<file path="src/rtl/subtractor_4bit.sv">
// Registered 4-bit subtractor S = A - B built as A + ~B + 1 over a ripple full-adder chain.
// Optional macro SUBTRACTOR_4BIT_OVERFLOW_EN adds a registered signed-overflow output.
module subtractor_4bit (
    input  logic clk,
    input  logic rst,
    input  logic a0,
    input  logic a1,
    input  logic a2,
    input  logic a3,
    input  logic b0,
    input  logic b1,
    input  logic b2,
    input  logic b3,
    output logic s0,
    output logic s1,
    output logic s2,
    output logic s3,
`ifdef SUBTRACTOR_4BIT_OVERFLOW_EN
    output logic overflow,
`endif
    output logic final_carry
);

    localparam int unsigned W = 4;

    logic [W-1:0] a_vec;
    logic [W-1:0] b_inv;
    logic [W-1:0] diff_next;
    logic         c1;
    logic         c2;
    logic         c3;
    logic         c4;

    logic [W-1:0] diff_q;
    logic         carry_q;

    assign a_vec = {a3, a2, a1, a0};
    assign b_inv = ~{b3, b2, b1, b0};

    // Ripple chain; carry-in of stage 0 is tied high to complete the two's complement of B
    always_comb begin
        diff_next[0] = a_vec[0] ^ b_inv[0] ^ 1'b1;
        c1           = a_vec[0] | b_inv[0];
        diff_next[1] = a_vec[1] ^ b_inv[1] ^ c1;
        c2           = (a_vec[1] & b_inv[1]) | (a_vec[1] & c1) | (b_inv[1] & c1);
        diff_next[2] = a_vec[2] ^ b_inv[2] ^ c2;
        c3           = (a_vec[2] & b_inv[2]) | (a_vec[2] & c2) | (b_inv[2] & c2);
        diff_next[3] = a_vec[3] ^ b_inv[3] ^ c3;
        c4           = (a_vec[3] & b_inv[3]) | (a_vec[3] & c3) | (b_inv[3] & c3);
    end

    // Output registers, cleared asynchronously
    always_ff @(posedge clk or posedge rst) begin
        if (rst) begin
            diff_q  <= '0;
            carry_q <= 1'b0;
        end else begin
            diff_q  <= diff_next;
            carry_q <= c4;
        end
    end

`ifdef SUBTRACTOR_4BIT_OVERFLOW_EN
    logic ovf_q;

    // Signed overflow: carry into the MSB differs from carry out of it
    always_ff @(posedge clk or posedge rst) begin
        if (rst) begin
            ovf_q <= 1'b0;
        end else begin
            ovf_q <= c3 ^ c4;
        end
    end

    assign overflow = ovf_q;
`endif

    assign s0          = diff_q[0];
    assign s1          = diff_q[1];
    assign s2          = diff_q[2];
    assign s3          = diff_q[3];
    assign final_carry = carry_q;

endmodule

</file>
<file path="config.mk">
export PLATFORM = sky130hd
export DESIGN_NAME = subtractor_4bit
export DESIGN_NICKNAME = d
export VERILOG_FILES = /design/src/rtl/subtractor_4bit.sv
export SDC_FILE = /design/constraint.sdc
export NUM_CORES = 1
export LEC_CHECK = 0
export BUFFER_PORTS_ARGS = -buffer_cell sky130_fd_sc_hd__buf_2
export CORE_AREA = 2 2 39 41
export DETAILED_ROUTE_END_ITERATION = 8
export DIE_AREA = 0 0 41 43
export MAX_ROUTING_LAYER = met4
export SLEW_MARGIN = 40
export SYNTH_ARGS = -nofsm -noshare
export SYNTH_HDL_FRONTEND = slang
export SYNTH_SLANG_ARGS = --single-unit
</file>
<file path="constraint.sdc">
create_clock -name clk -period 0.8 [get_ports clk]
set_input_delay 0.08 -clock clk [delete_from_list [all_inputs] [get_ports clk]]
set_output_delay 0.08 -clock clk [all_outputs]
set_load 0.01 [all_outputs]
</file>
# Yosys cells after proc, flatten, opt, wreduce, memory -nomap -nowiden
# Index checks and enable logic that the tools add are counted.
[op_classes]
bitwise = 25
[ops]
columns = ["operator", "count"]
rows = [
  ["AND 1 bit", 9],
  ["bitwise OR 1 bit", 7],
  ["XOR 1 bit", 7],
  ["NOT 4 bit", 1],
  ["NOT 1 bit", 1],
]
[word_totals]
in_bits = 10
reg_bits = 5
output_inout_bits = 5
word_cells = 27

# Longest topological paths before layout
# Gate-level depths: netlist (run 1).
[depth]
word_depth = 11
mapped_depth = 6
depth_no_buf = 6

# Worst setup path after synthesis (run 1)
# No wires, ideal clock.
[synth_path]
path_kind = "input to register"
from = "input a0"
to = "register diff_q[3]"
n_path_buf = 0
setup_slack_ns = -0.809
cell_stages = 6
arrival_ns = 1.474
required_time_ns = 0.665
setup_time_ns = 0.135
path_cell_list = "inv_1 -> ha_1 -> fa_1 -> fa_1 -> inv_1 -> fa_1"
[synth_via]
elab_chain_cells = 8
word_cells_on_any_way = 10
classes_between = "bitwise: 10"
[synth_rtl]
columns = ["element", "line_no", "text"]
rows = [
  ["from (decl)", "6", "input logic a0,"],
  ["bitwise OR 1 bit (*)", "43", "c1 = a_vec[0] | b_inv[0];"],
  ["AND 1 bit", "45", "c2 = (a_vec[1] & b_inv[1]) | (a_vec[1] & c1) | (b_inv[1] & c1);"],
  ["bitwise OR 1 bit", "45", ""],
  ["bitwise OR 1 bit (*)", "45", ""],
  ["AND 1 bit", "47", "c3 = (a_vec[2] & b_inv[2]) | (a_vec[2] & c2) | (b_inv[2] & c2);"],
  ["bitwise OR 1 bit", "47", ""],
  ["bitwise OR 1 bit (*)", "47", ""],
  ["XOR 1 bit (*)", "48", "diff_next[3] = a_vec[3] ^ b_inv[3] ^ c3;"],
  ["named net diff_next[3]", "28", "logic [W-1:0] diff_next;"],
  ["to (signal assigned)", "58", "diff_q <= diff_next;"],
  ["to (decl)", "34", "logic [W-1:0] diff_q;"],
]
# Mark *: on every way through the listed nets, which the timed path passes. The rest lies on a longest branch.

# Worst setup path after layout (run 1)
# Ends and elaborated chain as after synthesis.

==> metrics.md, run 1 <==
| Metric | Value |
|---|---|
| Maxcap violations | `0` |
| Status | `complete, but fails checks` |
| Place WS | `-0.907 ns` |
| WS Path Type | `in2reg` |
| Fin nets | `52` |
| Wire per inst | `7.87 um` |
| Top cells by area, synth | `dfrtp_1 (54%), fa_1 (26%), inv_1 (15%)` |
| Core box area | `1380 um2` |
| Critical-path cell list | `buf_8 -> inv_8 -> ha_4 -> fa_2 -> fa_2 -> inv_2 -> fa_1` |
| Logic pwr share | `22.0%` |
| Sequential Power Share | `39.8%` |
| H-tree Lvls | `1` |
| CTS tree | `built` |
| Kind of start point of the critical path | `input pin` |
| Post-CTS setup buffers | `0` |
| Layout cells sized above 1 | `62.2%` |
| Post-synth cell types | `4` |
| Leak | `0.213 nW` |
| Post-Syn Area | `231 um2` |
| Initial antenna violation count | `0` |
| Period Utilization, post-route | `168%` |
| Iter 0 DRT Violations | `0` |
| Power Total | `744 uW` |
| Port Buffers | `14` |
| Switch Pwr | `184 uW` |
| Rel. slew slack | `88.4%` |
| Root Buffer | `clkbuf_4` |
| Vias in the first global route | `154` |
| Gpl congestion | `0.594` |
| Worst setup endpoint | `diff_q[3]` |
| Most used cell along the critical path | `fa_2` |
| Die X | `41 um` |
| Ant diodes | `0` |
| Area growth from synthesis to layout | `72.4%` |
| Peak VDD IR | `0.000418 V` |
| Post-synthesis sequential area ratio | `54.1%` |
| Hold Vio Cnt, Final | `0` |
| WP data arrival | `1.44 ns` |
| Failing checks | `negative setup slack` |
| PwrDens | `1860 nW/um2` |
| Final Setup Violations | `3` |
| Synth area leader | `dfrtp_1` |
| Worst setup path start | `a0` |
| Worst-path maximum fanout | `1` |
| RSZ-0062 raised after global routing | `yes` |
| Vias | `168` |
| Synth Warn # | `0` |
| Tmin final | `1.34 ns` |
| Sw Share | `24.7%` |
| CTS Buf Count | `3` |
| Worst-margin pin slew | `0.174 ns` |
| Worst path slowest cell | `fa_1` |
| Final WL | `417 um` |
| Worst hold path class | `in2reg` |
| Yosys reg bits | `5` |
| CP peak stage delay | `0.39 ns` |
| Average cell area after synthesis | `12.9 um2` |
| Final setup TNS | `-1.08 ns` |
| First drt pass iteration count | `1` |
| Worst EP required | `0.90 ns` |
| Ports | `15` |
| Top cell type's share of synthesized area | `54.1%` |
| GR Overflow Total | `0` |
| Clock transition at path regs | `0.04 ns` |
| Max Fclk | `746 MHz` |
| Routed Antenna Nets | `0` |
| Die ar. | `1760 um2` |
| Number of remaining DRC errors | `0` |
| Worst setup margin | `-0.540 ns` |
| Pin count of the biggest net entering global routing | `6` |
| Initial Util | `16.7%` |
| Die H | `43 um` |
| Post-Syn Instances | `18` |
| Clock Path Buffers | `2` |
| Sink Count | `5` |
| First-pass GRT wire length | `579 um` |
| Via-to-Cell Ratio | `3.17` |
| Cell Rows | `14` |
| Final Max Slew Viols | `0` |
| Syn_nets | `32` |
| Setup crit end kind | `register` |
| Gr usage total | `6.22%` |
| Part of the power in the clock network | `38.2%` |
| Int Power | `560 uW` |
## metrics by stage
step                util (%)  hold WS (ns)  cell area [um2]  cells
finish                  28.8         0.103              399     53
global route            28.8         0.110              399     53
CTS                     28.8        0.0958              399     53
detailed placement      25.0       -0.0189              347     48
global placement        25.0       -0.0234              347     48
floorplan                  -        -0.141              256     18
## power groups by stage
| stage | Clock, mW | Combinational (mW) | Sequential [mW] |
|---|---|---|---|
| final | 0.284 | 0.164 | 0.296 |
| after detailed placement | 0 | 0.153 | 0.300 |
| after CTS | 0.303 | 0.164 | 0.296 |
| after floorplan | 0 | 0.0524 | 0.323 |
| after global placement | 0 | 0.149 | 0.301 |
| after global routing | 0.314 | 0.186 | 0.299 |
## cells in the mapped netlist, drive strengths merged
cell type,number
inv,9
dfrtp,5
ha,1
fa,3
## layout by cell type, fill, tap and decap left out, drive strengths merged
cell type | synthesis | final
buf | 0 | 14
clkbuf | 0 | 4
dfrtp | 5 | 5
dlygate4sd3 | 0 | 1
fa | 3 | 3
ha | 1 | 1
inv | 9 | 9
## sequential cells by signal, summed over array words and instances (netlist names)
signal / count
diff_q: 4
final_carry: 1
## per-layer routing
metal | global-route usage (%) | wire [um]
met1 | 6.58 | 166
met2 | 5.94 | 163
met3 | 4.71 | 86
met4 | 8.00 | 0
met5 | - | 0
## cells by family (layout without fill, tap and decap cells)
logic type,after synthesis,after routing,share of synthesized area (%)
adders and majority gates,4,4,31.4
buffers and inverters,9,28,14.6
DFF,5,5,54.1
## layout make-up
type                    count  area (um2)
inverters                   9        41.3
repair buffers             15        96.3
clock buffers               4        26.3
multi-input cells           4        90.1
flip-flops and latches      5         125
well taps                  16        20.0
fillers                   159         985
## worst min-delay path by stage
stage,from,end,slack (ns),depth (start not counted)
after global placement,rst,diff_q[1],-0.02,2
after global routing,b0,diff_q[0],0.11,3
after CTS,b0,diff_q[0],0.1,3
after floorplan,rst,diff_q[0],-0.14,1
final,b0,diff_q[0],0.10,3
after detailed placement,rst,diff_q[1],-0.02,2
## timing repair
item | 4_1_cts | 5_1_grt
gates cloned | 0 | 0
hold buffers | 1 | 0
setup endpoints to repair | 9 | 8
hold endpoints to repair | 5 | 0
pin swaps | 3 | 1
resized for setup | 4 | 1
## worst max-delay path, delay by kind of cell
family	cells	cell delay (ns)
fa+ha+maj	4	1.20
buf+inv	3	0.17
Note: power is estimated with default switching activity, not from simulation.
==> inputs of run 2 (changes only) <==
--- a/config.mk
+++ b/config.mk
@@ -6,5 +6,5 @@
 export NUM_CORES = 1
 export LEC_CHECK = 0
-export BUFFER_PORTS_ARGS = -buffer_cell sky130_fd_sc_hd__buf_2
+export BUFFER_PORTS_ARGS = -buffer_cell sky130_fd_sc_hd__buf_4
 export CORE_AREA = 2 2 39 41
 export DETAILED_ROUTE_END_ITERATION = 8
==> constraint.sdc (replaced) <==
create_clock -name clk -period 0.8 [get_ports clk]
set_input_delay 0.08 -clock clk [delete_from_list [all_inputs] [get_ports clk]]
set_output_delay 0.08 -clock clk [all_outputs]
set_load 0.005 [all_outputs]
==> run 2 against run 1 <==
  * The flow still finishes with violations (negative setup slack)
  * Wire length rose by 5.5%
  * First-iteration DRC count increased by 1
  * Power up 5.7%
  * Cell area up 12%
  * Combinational power grew 21%
  * Utilization grew 3.5 points
  * Die area is the same
  * Critical path depth is the same
==> metrics.md, run 2 (synthesis gave the netlist of run 1 again) <==
| Metric | Value |
|---|---|
| Vias | `173 (was 168)` |
| Worst hold path class | `in2reg (unchanged)` |
| Final WL | `440 um (was 417 um)` |
| Hold_ws | `0.0878 ns (was 0.103 ns)` |
| Initial antenna violation count | `0 (unchanged)` |
| Wire per inst | `8.30 um (was 7.87 um)` |
| Die X | `41 um (unchanged)` |
| Post-route cell area | `448 um2 (was 399 um2)` |
| Worst path top cell family by delay | `adder cells (unchanged)` |
| Via-to-Cell Ratio | `3.26 (was 3.17)` |
| Clock transition at path regs | `0.04 ns (about the same)` |
| DP Area | `382 um2 (was 347 um2)` |
| GR Overflow Total | `0 (unchanged)` |
| Final Max Slew Viols | `0 (unchanged)` |
| Critical-path cell list | `buf_8 -> inv_8 -> ha_4 -> fa_2 -> fa_2 -> inv_2 -> fa_1 (unchanged)` |
| RSZ-0062 raised after global routing | `yes (unchanged)` |
| Sink Count | `5 (unchanged)` |
| Sequential Power Share | `39.2% (was 39.8%)` |
| Worst setup path start | `a0 (unchanged)` |
| Ant diodes | `0 (unchanged)` |
| Pin count of the biggest net entering global routing | `6 (unchanged)` |
| Cell Rows | `14 (unchanged)` |
| Root Buffer | `clkbuf_4 (unchanged)` |
| Failing checks | `negative setup slack (unchanged)` |
| Most used cell along the critical path | `fa_2 (unchanged)` |
| Place WS | `-0.887 ns (was -0.907 ns)` |
| Most frequent cells in the layout | `buf_4 (7), inv_1 (6), buf_6 (6) (was buf_2 (12), inv_1 (6), dfrtp_1 (5))` |
| Final Setup Violations | `3 (unchanged)` |
| First drt pass iteration count | `2 (was 1)` |
| Initial Util | `16.7% (unchanged)` |
| Most common cell after layout, fill and taps aside | `buf_4 (was buf_2)` |
| PwrDens | `1750 nW/um2 (was 1860 nW/um2)` |
| Sw Share | `22.5% (was 24.7%)` |
| Gr usage total | `7.57% (was 6.22%)` |
| CTS tree | `built (unchanged)` |
| WP data arrival | `1.46 ns (was 1.44 ns)` |
| Worst-path maximum fanout | `1 (unchanged)` |
| Worst-margin pin slew | `0.185 ns (was 0.174 ns)` |
| Part of the power in the clock network | `35.6% (was 38.2%)` |
| Maxcap violations | `0 (unchanged)` |
| Clock Path Buffers | `2 (unchanged)` |
| Most flops, register | `diff_q (unchanged)` |
| H-tree Lvls | `1 (unchanged)` |
| Core box area | `1380 um2 (unchanged)` |
| Hold path depth | `3 (unchanged)` |
| Ports | `15 (unchanged)` |
| WHS Endpoint | `diff_q[0] (unchanged)` |
| Kind of start point of the critical path | `input pin (unchanged)` |
| Port Buffers | `14 (unchanged)` |
| CP peak stage delay | `0.39 ns (about the same)` |
| Tmin final | `1.35 ns (was 1.34 ns)` |
| Fill cell count | `144 (was 159)` |
| Routed Antenna Nets | `0 (unchanged)` |
| Worst path slowest cell | `fa_1 (unchanged)` |
| Leak | `0.229 nW (was 0.213 nW)` |
| Status | `complete, but fails checks (unchanged)` |
| First-pass GRT wire length | `710 um (was 579 um)` |
| Max reg flops | `4 (unchanged)` |
| WS Path Type | `in2reg (unchanged)` |
| Gpl congestion | `0.698 (was 0.594)` |
| Worst setup margin | `-0.554 ns (was -0.540 ns)` |
| Iter 0 DRT Violations | `1 (was 0)` |
| Number of remaining DRC errors | `0 (unchanged)` |
| Vias in the first global route | `189 (was 154)` |
| Int Power | `609 uW (was 560 uW)` |
| Fin nets | `52 (unchanged)` |
| Die H | `43 um (unchanged)` |
| Period Utilization, post-route | `169% (was 168%)` |
| Hold Vio Cnt, Final | `0 (unchanged)` |
| Max Fclk | `739 MHz (was 746 MHz)` |
| Layout cells sized above 1 | `62.2% (unchanged)` |
| Worst EP required | `0.90 ns (about the same)` |
| Rel. slew slack | `87.6% (was 88.4%)` |
| Crit path buffers/inverters | `3 (unchanged)` |
| Worst hold start | `b0 (unchanged)` |
| Die ar. | `1760 um2 (unchanged)` |
| CTS Buf Count | `3 (unchanged)` |
| Setup crit end kind | `register (unchanged)` |
| Area growth from synthesis to layout | `93.5% (was 72.4%)` |
| Peak VDD IR | `0.000332 V (was 0.000418 V)` |
| Power Total | `786 uW (was 744 uW)` |
| Logic pwr share | `25.2% (was 22.0%)` |
| Switch Pwr | `177 uW (was 184 uW)` |
==> run 2: cell count changes in the layout (fill, tap and decap cells not counted) <==
cell / change
buf_4: +7
buf_2: -12
buf_6: +5
==> run 2: how the worst max path moves through the flow <==
stage / to / slack, ns / cells past startpoint
finish: diff_q[3] / -0.55 / 7
global route: diff_q[3] / -0.58 / 7
CTS: diff_q[3] / -0.56 / 7
detailed placement: diff_q[3] / -0.89 / 7
global placement: diff_q[3] / -0.88 / 7
floorplan: diff_q[3] / -0.71 / 6
==> run 2: cell type report <==
class | count | area [um2] | share of cell area (%)
timing repair buffer | 15 | 145 | 32.4
sequential | 5 | 125 | 27.9
multi-input combinational | 4 | 90.1 | 20.1
inverter | 9 | 41.3 | 9.22
clock buffer | 4 | 26.3 | 5.87
tap | 16 | 20.0 | 4.47
==> run 2: power groups by stage <==
stage | Clock (mW) | Combinational [mW] | Sequential (mW)
after floorplan | 0 | 0.0524 | 0.308
after global routing | 0.323 | 0.228 | 0.311
after global placement | 0 | 0.165 | 0.302
after CTS | 0.297 | 0.203 | 0.309
final | 0.280 | 0.198 | 0.308
after detailed placement | 0 | 0.170 | 0.305
==> run 2: worst min-delay path, stage by stage <==
cell and delay (ns):
buf_6 0.07, ha_4 0.11, inv_1 0.03
==> run 2: metrics by stage <==
stage | std cells | utilization, % | TNS [ns]
2_1_floorplan | 18 | - | -1.68
3_3_place_gp | 48 | 27.6 | -2.31
3_5_place_dp | 48 | 27.6 | -2.33
4_1_cts | 53 | 32.4 | -1.15
5_1_grt | 53 | 32.4 | -1.36
6_report | 53 | 32.4 | -1.12
==> run 2: timing repair <==
item / in CTS / in global routing
cloned: 0 / 0
hold endpoints to repair: 5 / 0
endpoints found under the setup margin: 8 / 8
setup buffers: 0 / 0
resized for setup: 9 / 0
pin swaps: 4 / 1
hold buffers: 1 / 0
==> run 2: per-layer routing <==
metal	routed length (um)	GRT usage [%]	share of wire, %
met4	0	8.00	0
met2	193	8.75	44
met1	170	6.93	39
met3	76	6.28	17
met5	0	-	0
